===== config.mk =====
export PLATFORM = sky130hd
export DESIGN_NAME = uart_rx_stream
export DESIGN_NICKNAME = d
export VERILOG_FILES = /design/src/rtl/uart_rx_stream.sv
export SDC_FILE = /design/constraint.sdc
export NUM_CORES = 1
export LEC_CHECK = 0
export CORE_AREA = 2 2 132 70
export DETAILED_ROUTE_END_ITERATION = 16
export DIE_AREA = 0 0 134 72
export GPL_ROUTABILITY_DRIVEN = 0
export SLEW_MARGIN = 0
export SYNTH_ARGS = -nofsm -noshare
export SYNTH_HDL_FRONTEND = slang
export SYNTH_SLANG_ARGS = --single-unit
export TNS_END_PERCENT = 1

===== constraint.sdc =====
create_clock -name clk -period 5.2 [get_ports clk]
set_input_delay 1.3 -clock clk [delete_from_list [all_inputs] [get_ports clk]]
set_output_delay 1.3 -clock clk [all_outputs]
set_load 0.005 [all_outputs]

===== src/rtl/uart_rx_stream.sv =====
// UART receiver with a one-deep ready/valid holding register, packet counter and idle timeout.
// Optional even parity: define UART_PARITY_EN.
module uart_rx_stream #(
  parameter int CLKS_PER_BIT   = 35,
  parameter int DATA_BITS      = 8,
  parameter int NUM_PACKETS    = 256,
  parameter int TIMEOUT_CYCLES = 131072
) (
  input  logic                           clk,
  input  logic                           n_rst,
  input  logic                           rx,
  output logic                           out_valid,
  input  logic                           out_ready,
  output logic [DATA_BITS-1:0]           out_data,
  output logic [$clog2(NUM_PACKETS)-1:0] packet_count,
  output logic                           buffer_finish,
  output logic                           frame_err,
  output logic                           parity_err,
  output logic                           overrun,
  output logic                           timeout
);
  localparam int CW = $clog2(CLKS_PER_BIT);
  localparam int BW = $clog2(DATA_BITS + 1);
  localparam int TW = $clog2(TIMEOUT_CYCLES + 1);
  localparam logic [CW-1:0] HALF_C = CW'(CLKS_PER_BIT / 2);
  localparam logic [CW-1:0] LAST_C = CW'(CLKS_PER_BIT - 1);

  typedef enum logic [2:0] {
    IDLE, START, DATA,
`ifdef UART_PARITY_EN
    PARITY,
`endif
    STOP, WAIT_HIGH, TIMEOUT
  } state_t;

  state_t               state;
  logic                 rx_m, rx_s, rx_prev;
  logic [CW-1:0]        cnt;
  logic [BW-1:0]        bit_idx;
  logic [DATA_BITS-1:0] shreg;
  logic [TW-1:0]        tcnt;
  logic                 seen_good;
  logic                 par_bad;
  logic                 fall, byte_done, hs;

  // Flops reset to the idle level so release never looks like a start edge.
  always_ff @(posedge clk or negedge n_rst) begin
    if (!n_rst) begin
      rx_m    <= 1'b1;
      rx_s    <= 1'b1;
      rx_prev <= 1'b1;
    end else begin
      rx_m    <= rx;
      rx_s    <= rx_m;
      rx_prev <= rx_s;
    end
  end

  assign fall      = rx_prev & ~rx_s;
  assign byte_done = (state == STOP) && (cnt == HALF_C) && rx_s && !par_bad;
  assign hs        = out_valid & out_ready;

`ifndef UART_PARITY_EN
  assign par_bad    = 1'b0;
  assign parity_err = 1'b0;
`endif

  always_ff @(posedge clk or negedge n_rst) begin
    if (!n_rst) begin
      state         <= IDLE;
      cnt           <= '0;
      bit_idx       <= '0;
      shreg         <= '0;
      tcnt          <= '0;
      seen_good     <= 1'b0;
      timeout       <= 1'b0;
      frame_err     <= 1'b0;
      overrun       <= 1'b0;
      out_valid     <= 1'b0;
      out_data      <= '0;
      packet_count  <= '0;
      buffer_finish <= 1'b0;
`ifdef UART_PARITY_EN
      par_bad       <= 1'b0;
      parity_err    <= 1'b0;
`endif
    end else begin
      frame_err     <= 1'b0;
      overrun       <= 1'b0;
      buffer_finish <= 1'b0;
`ifdef UART_PARITY_EN
      parity_err    <= 1'b0;
`endif
      cnt  <= (cnt == LAST_C) ? '0 : cnt + 1'b1;
      tcnt <= '0;
      case (state)
        IDLE: begin
          cnt <= '0;
          if (fall) state <= START;
          else if (seen_good) begin
            if (tcnt == TW'(TIMEOUT_CYCLES)) begin
              state   <= TIMEOUT;
              timeout <= 1'b1;
            end else tcnt <= tcnt + 1'b1;
          end
        end
        START: begin
          if (cnt == HALF_C && rx_s) state <= IDLE;
          else if (cnt == LAST_C) begin
            state   <= DATA;
            bit_idx <= '0;
`ifdef UART_PARITY_EN
            par_bad <= 1'b0;
`endif
          end
        end
        DATA: begin
          if (cnt == HALF_C) shreg <= {rx_s, shreg[DATA_BITS-1:1]};
          if (cnt == LAST_C) begin
            bit_idx <= bit_idx + 1'b1;
`ifdef UART_PARITY_EN
            if (bit_idx == BW'(DATA_BITS - 1)) state <= PARITY;
`else
            if (bit_idx == BW'(DATA_BITS - 1)) state <= STOP;
`endif
          end
        end
`ifdef UART_PARITY_EN
        PARITY: begin
          if (cnt == HALF_C && (^shreg ^ rx_s)) begin
            parity_err <= 1'b1;
            par_bad    <= 1'b1;
          end
          if (cnt == LAST_C) state <= STOP;
        end
`endif
        STOP: begin
          if (cnt == HALF_C) begin
            if (rx_s) begin
              state <= IDLE;
              if (!par_bad) seen_good <= 1'b1;
            end else begin
              frame_err <= 1'b1;
              state     <= WAIT_HIGH;
            end
          end
        end
        WAIT_HIGH: begin
          cnt <= '0;
          if (rx_s) state <= IDLE;
        end
        TIMEOUT: begin
          cnt     <= '0;
          timeout <= 1'b1;
        end
        default: state <= IDLE;
      endcase

      // A same-cycle handshake frees the register for the new byte.
      if (byte_done) begin
        if (!out_valid || out_ready) begin
          out_data  <= shreg;
          out_valid <= 1'b1;
        end else overrun <= 1'b1;
      end else if (hs) out_valid <= 1'b0;

      if (hs) begin
        packet_count  <= packet_count + 1'b1;
        buffer_finish <= (packet_count == '1);
      end
    end
  end
endmodule


## Word level (Yosys, flattened, before mapping)

Cells that the tools add are included.
Widths: inputs -> output; s select.

| storage, ports and cells | value |
|---|---|
| register bits | 64 |
| bits of input ports | 4 |

| operators by class | value |
|---|---|
| $add $sub $neg | 4 |
| eq/ne operators | 23 |
| muxes and demuxes | 34 |
| bitwise operators | 4 |
| reduce and logical (&&, ||, !) cells | 17 |

Operators by type and width:

| cell | count |
|---|---|
| $mux 18 | 4 |
| $mux 3 | 10 |
| $add 18x1->18 const B | 1 |
| $eq 18x18->1 const B | 1 |
| $pmux 3 s6 | 1 |
| $ne 2x2->1 const B | 8 |
| $mux 1 | 12 |
| $mux 4 | 3 |
| $mux 6 | 2 |
| $ne 3x3->1 const B | 3 |
| $add 8x1->8 const B | 1 |
| $eq 8x8->1 const B | 1 |
| $pmux 4 s2 | 1 |
| $reduce_and 4->1 | 2 |
| $reduce_and 8->1 | 1 |
| $add 6x1->6 const B | 1 |
| $eq 3x2->1 const B | 2 |
| $eq 3x3->1 const B | 2 |
| $eq 6x5->1 const B | 1 |
| $eq 6x6->1 const B | 1 |
| $reduce_and 2->1 | 3 |
| $reduce_bool 2->1 | 3 |
| $add 4x1->4 const B | 1 |
| $eq 4x3->1 const B | 1 |
| 11 further kinds | 16 |

## Logic depth before layout (Yosys ltp)

Gate-level depths: netlist (run 1).

| depth | value |
|---|---|
| depth after elaboration | 5 |
| gate-level depth with buffers | 7 |

## Worst setup path before layout (run 1)

Ideal clock, no wire load.

| timing path | value |
|---|---|
| kind | input to register |
| from | input out_ready |
| to | register out_data[0] |
| arrival | 2.042 ns |
| data required time | 5.075 ns |
| path slack | 3.033 ns |
| stages | 4 |
| path buffers | 1 |
| cell sequence | nand2b_1 nor2b_1 buf_2 mux2_2 |

| between the ends | value |
|---|---|
| word-level cells in the longest chain between the ends | 2 |

Ends and longest elaborated chain:

| element | line | text |
|---|---|---|
| start, declared | 13 | `input logic out_ready,` |
| $logic_or 1x1->1 | 161 | `if (!out_valid \|\| out_ready) begin` |
| $reduce_and 2->1 (no source line) | n/a |  |
| end signal, assigned | 162 | `out_data <= shreg;` |
| end, declared | 14 | `output logic [DATA_BITS-1:0] out_data,` |

No other way between the ends.
A chain may end at the register's enable or synchronous reset.

## Worst setup path in the final report (run 1)

| timing path | value |
|---|---|
| from | input out_ready |
| to | register out_data[7] |

The elaborated chain is that of the path after synthesis.

==> impl_metrics.json, run 1 <==
{
  "required_ns": 5.41,
  "avgSynthCellArea_um2": 11.3,
  "path_max_fanout": 8,
  "pre_cts_slack_ns": 2.18,
  "synth_seq_area_share": 0.554,
  "htree_levels": 3,
  "hpwl_mm": 3.76,
  "ant_nets": 0,
  "tightest_slew_ns": 0.812,
  "power_density_nw_per_um2": 340,
  "maxSlewViolCount": 0,
  "drv_cap": 0,
  "synthFlopType": "dfrtp_1",
  "num_vias": 1896,
  "clkSlewWorstSetupHoldPaths_ns": 0.05,
  "ys_types": 41,
  "initial_core_util": 0.343,
  "period_share": 0.518,
  "hp-class": "reg -> reg",
  "ios": 26,
  "ys_seq_elements": 64,
  "vdd_drop_max_mv": 0.163,
  "path_class": "in -> reg",
  "skew_ns": 0.00500,
  "rsz0062_at_grt": "no",
  "cts_tree": "done",
  "finalSetupTns_ns": 0,
  "drc": 0,
  "first_pass_iters": 4,
  "fp.dieW_um": 134,
  "most-common-layout-cells": "dfrtp_1 (61), nor2_1 (34), clkdlybuf4s50_1 (23), nand2_1 (22), mux2_2 (17)",
  "coreArea_um2": 8440,
  "grt_remaining_overflow": 0,
  "finalWorstSetupSlack_ns": 2.50,
  "area_growth_pct": 20.9,
  "mostFrequentLayoutCell": "dfrtp_1",
  "max_freq_mhz": 371,
  "grt_pass1_vias": 1804,
  "synthCells": 257,
  "worstSetupStartpointType": "input port",
  "cp.arrival_ns": 2.91,
  "syn-num-nets": 268,
  "finalSetupViolCount": 0,
  "finalWirelength_mm": 5.44,
  "gr-usage-all-layers": 0.128,
  "cts.path.max_buffers": 2,
  "drtIter0Drc": 149,
  "dpl-instance-area_um2": 3250,
  "cts_resized": 0,
  "die_area_um2": 9650,
  "vias_per_cell": 4.65,
  "grt_pass1_wl_mm": 9.39,
  "end_kind": "register",
  "yosys_warnings": 0,
  "numPortBuffers": 24,
  "antenna_found_initial": 0,
  "cts_root_buf": "clkbuf_16",
  "diodes": 0,
  "grt_max_degree": 65,
  "fin_nets": 298,
  "layout_min_cycle_time_ns": 2.70,
  "outcome": "completed",
  "clock_latency_ns": 0.33,
  "cts_made_buffers": 9,
  "rows": 24,
  "total_leakage_power_nw": 1.51,
  "cts_sinks": 64,
  "fin_area_um2": 3500,
  "drive_gt1_frac": 0.141,
  "synth_edf_count": 0,
  "totalPowerFinal_mw": 1.19,
  "ctsHoldBuffers": 0,
  "wl_per_cell_um": 13.3,
  "hold_viol": 0,
  "die_h_um": 72,
  "post-cts-setup-buffers": 0,
  "synth_area_um2": 2900,
  "ys_async_sr_fraction": 1.00,
  "slew_headroom": 0.459
}
[per-stage QoR]
step	hold WS, ns	utilization	std cells
floorplan	0.345	-	257
global placement	0.346	0.385	393
detailed placement	0.351	0.385	393
CTS	0.358	0.415	408
global route	0.362	0.415	408
finish	0.357	0.415	408
[routing by layer]
layer  GRT usage  vias up  share of wire
li1            -      944              -
met1       0.198      901           0.58
met2       0.150       43           0.34
met3      0.0552        8          0.066
met4      0.0496        0          0.015
met5           0        -              0
[worst max-delay path, cell delays in order]
cell and delay (ns):
clkdlybuf4s50_1 0.49, nand2b_1 0.15, nor2b_1 0.56, mux2_2 0.40
[area by class of cell]
type                       count  area [µm²]
timing repair buffer          25         243
clock inverter                 4        22.5
inverter                       9        33.8
clock buffer                  11         233
sequential                    64        1610
fill                         819        4940
multi-input combinational    178        1220
tap                          117         146
[sequential cells by signal, indices dropped and copies added (netlist names)]
name / flops
bit_idx: 4
buffer_finish: 1
cnt: 6
frame_err: 1
out_data: 8
out_valid: 1
overrun: 1
packet_count: 8
rx_m: 1
rx_prev: 1
rx_s: 1
seen_good: 1
shreg: 8
state: 3
tcnt: 18
timeout: 1
[kinds of logic after synthesis]
family,share of synthesized area
AND/OR/NAND/NOR,0.191
flip-flops,0.554
XOR/XNOR,0.0847
multiplexers,0.0700
AO/OA/AOI/OAI,0.0432
buffers and inverters,0.0251
adder cells (fa/ha/maj),0.0302
other,0.00130
[path summary, 6_finish.rpt]
path                            from     endpoint  slack, ns  depth (start not counted)
setup reg to reg              cnt[1]  out_data[7]       2.99                          6
setup / recovery           out_ready  out_data[7]       2.50                          4
min in group asynchronous      n_rst  out_data[4]       1.15                          2
hold reg to reg                 rx_m         rx_s       0.36                          0
hold / removal                  rx_m         rx_s       0.36                          0
max in group asynchronous      n_rst      tcnt[4]       3.52                          2
[where the power goes]
part	total [mW]	switching, mW	leakage [nW]	internal, mW
sequential	0.552	0.0331	0.873	0.519
clock	0.520	0.204	0.125	0.317
combinational	0.116	0.0597	0.507	0.0566
[synth_stat cells (3+ instances only)]
library cell,n,area (µm²)
inv_1,9,33.8
xor2_1,13,114
nand2b_1,4,25.0
nand3_1,14,70.1
buf_2,4,20.0
nor3b_1,3,22.5
and3_1,6,37.5
nand4_1,5,31.3
dfrtp_1,61,1530
nor2_1,34,128
dfstp_2,3,78.8
o21ai_0,5,25.0
mux2_2,17,191
ha_1,7,87.6
nor2b_1,5,31.3
xnor2_1,15,131
nor4_1,4,25.0
nand2_1,22,82.6
(Power assumes the default switching activity.)
==> run 2: changes to the inputs <==
clock period = 2.68 ns   (was 5.2 ns; I/O delays follow)
==> run 2 against run 1 <==
  * Total power is 110% higher
  * Global-route usage shrank 0.19 points
  * Wire length shrank 1.6%
  * Non-clock buffer count grew 3
  * Critical endpoint is now tcnt[5]
  * Sequential share of layout area down 1.3 points
  * Worst setup slack got worse by 1.9 ns
  * Clock skew about the same
  * First-iteration DRC count fell by 8.7%
  * Worst hold slack lost 0.015 ns
  * Final cell count grew 0.98%
  * Flip-flop and latch count is the same
==> impl_metrics.json, run 2 (synthesized netlist as in run 1, its figures left out) <==
{
  "htree_levels": 3,
  "cts_tree": "done",
  "rrSetupSlack_ns": 0.60,
  "path_class": "reg -> reg",
  "ant_nets": 0,
  "critPathLaunch": "tcnt[14]",
  "cts_made_buffers": 9,
  "rows": 24,
  "slew_headroom": 0.474,
  "drtIter0Drc": 136,
  "r2r_start": "tcnt[14]",
  "drv_cap": 0,
  "maxSlewViolCount": 0,
  "gr-usage-all-layers": 0.126,
  "crit_family": "simple AND/OR/NAND/NOR gates",
  "slowest_delay_ns": 0.58,
  "path_max_fanout": 18,
  "fill_cells": 789,
  "total_leakage_power_nw": 1.55,
  "wl_per_cell_um": 13.0,
  "vias_per_cell": 4.69,
  "clock_latency_ns": 0.33,
  "post-cts-setup-buffers": 0,
  "pwr-share-seq": 0.419,
  "drive_gt1_frac": 0.156,
  "utilization": 0.427,
  "switching_share": 0.234,
  "met2_length_mm": 1.83,
  "slowest_stage": "or4b_4",
  "largest_reg_flops": 18,
  "antenna_found_initial": 0,
  "end_kind": "register",
  "hold_viol": 0,
  "power.switching_mw": 0.597,
  "finalWirelength_mm": 5.35,
  "die_h_um": 72,
  "initial_core_util": 0.343,
  "internal_power_mw": 1.96,
  "cp.buffers_inverters": 0,
  "ctsHoldBuffers": 0,
  "ios": 26,
  "worstSetupStartpointType": "register",
  "grt_max_degree": 65,
  "die_area_um2": 9650,
  "first_pass_iters": 4,
  "p_clk_frac": 0.492,
  "path_cells": "nor4_1, nand4_1, or4b_4, nand3_2, nor2_1",
  "cts_root_buf": "clkbuf_16",
  "num_vias": 1933,
  "cts_resized": 0,
  "power.share.combinational": 0.089,
  "met3_length_um": 385,
  "fp.dieW_um": 134,
  "diodes": 0,
  "grt_pass1_wl_mm": 9.17,
  "grt_remaining_overflow": 0,
  "most-common-layout-cells": "dfrtp_1 (61), nor2_1 (34), clkdlybuf4s50_1 (23), nand2_1 (22), mux2_2 (17)",
  "hp-class": "in -> async",
  "tightest_slew_ns": 0.782,
  "drc": 0,
  "finalSetupTns_ns": 0,
  "required_ns": 2.88,
  "cp.arrival_ns": 2.28,
  "layout_min_cycle_time_ns": 2.08,
  "wl_met1_mm": 3.09,
  "numPortBuffers": 24,
  "period_share": 0.774,
  "coreArea_um2": 8440,
  "finalSetupViolCount": 0,
  "clkSlewWorstSetupHoldPaths_ns": 0.05,
  "hpwl_mm": 3.70,
  "rsz0062_at_grt": "no",
  "area_growth_pct": 24.5,
  "outcome": "completed",
  "fin_nets": 301,
  "regMostFlops": "tcnt",
  "max_freq_mhz": 482,
  "cts_sinks": 64,
  "vdd_drop_max_mv": 0.298,
  "power_density_nw_per_um2": 709,
  "skew_ns": 0.00548,
  "cts.path.max_buffers": 2,
  "highest_layer": "met4",
  "grt_pass1_vias": 1738,
  "mostFrequentLayoutCell": "dfrtp_1"
}
run 2: cell count changes in the layout (fill, tap and decap cells not counted):
cell        previous run  this run
bufinv_16              0         2
clkbuf_1               2         1
clkinv_2               3         1
clkinvlp_4             1         2
buf_12                 0         1
buf_4                  1         3
clkbuf_8               0         1
run 2: worst paths after layout:
check | cells past startpoint | to
worst max-delay path | 5 | tcnt[5]
worst min-delay path | 2 | out_data[4]
worst max register to register | 5 | tcnt[5]
worst min register to register | 0 | rx_s
max in group asynchronous | 2 | rx_m
min in group clk | 0 | rx_s
run 2: through the flow:
step	std cells	setup slack, ns	total power [mW]	hold slack, ns	area, µm²
after global placement	396	0.603	1.32	0.354	3280
after global routing	412	0.432	2.67	0.370	3600
after detailed placement	396	0.574	1.32	0.355	3280
after floorplan	257	0.841	1.24	0.345	2900
final	412	0.605	2.55	0.342	3600
after CTS	412	0.617	2.59	0.357	3600
run 2: metal layers:
metal / track usage / vias up
met5: 0 / -
met4: 0.0426 / 0
met3: 0.0573 / 5
met2: 0.142 / 60
met1: 0.200 / 916
li1: - / 952
run 2: final cells by class:
cell class	count	area, µm²	area share
inverters	9	33.8	0.00937
well taps	117	146	0.0406
repair buffers	28	278	0.0771
clock inverters	5	80.1	0.0222
multi-input cells	178	1220	0.338
flip-flops and latches	64	1610	0.445
clock buffers	11	243	0.0674
run 2: power by group through the flow:
stage          clock [mW]  sequential [mW]  combinational (mW)
6_report             1.26             1.07               0.228
5_1_grt              1.34             1.08               0.258
4_1_cts              1.29             1.07               0.232
3_5_place_dp            0             1.09               0.232
3_3_place_gp            0             1.09               0.229
2_1_floorplan           0             1.05               0.188
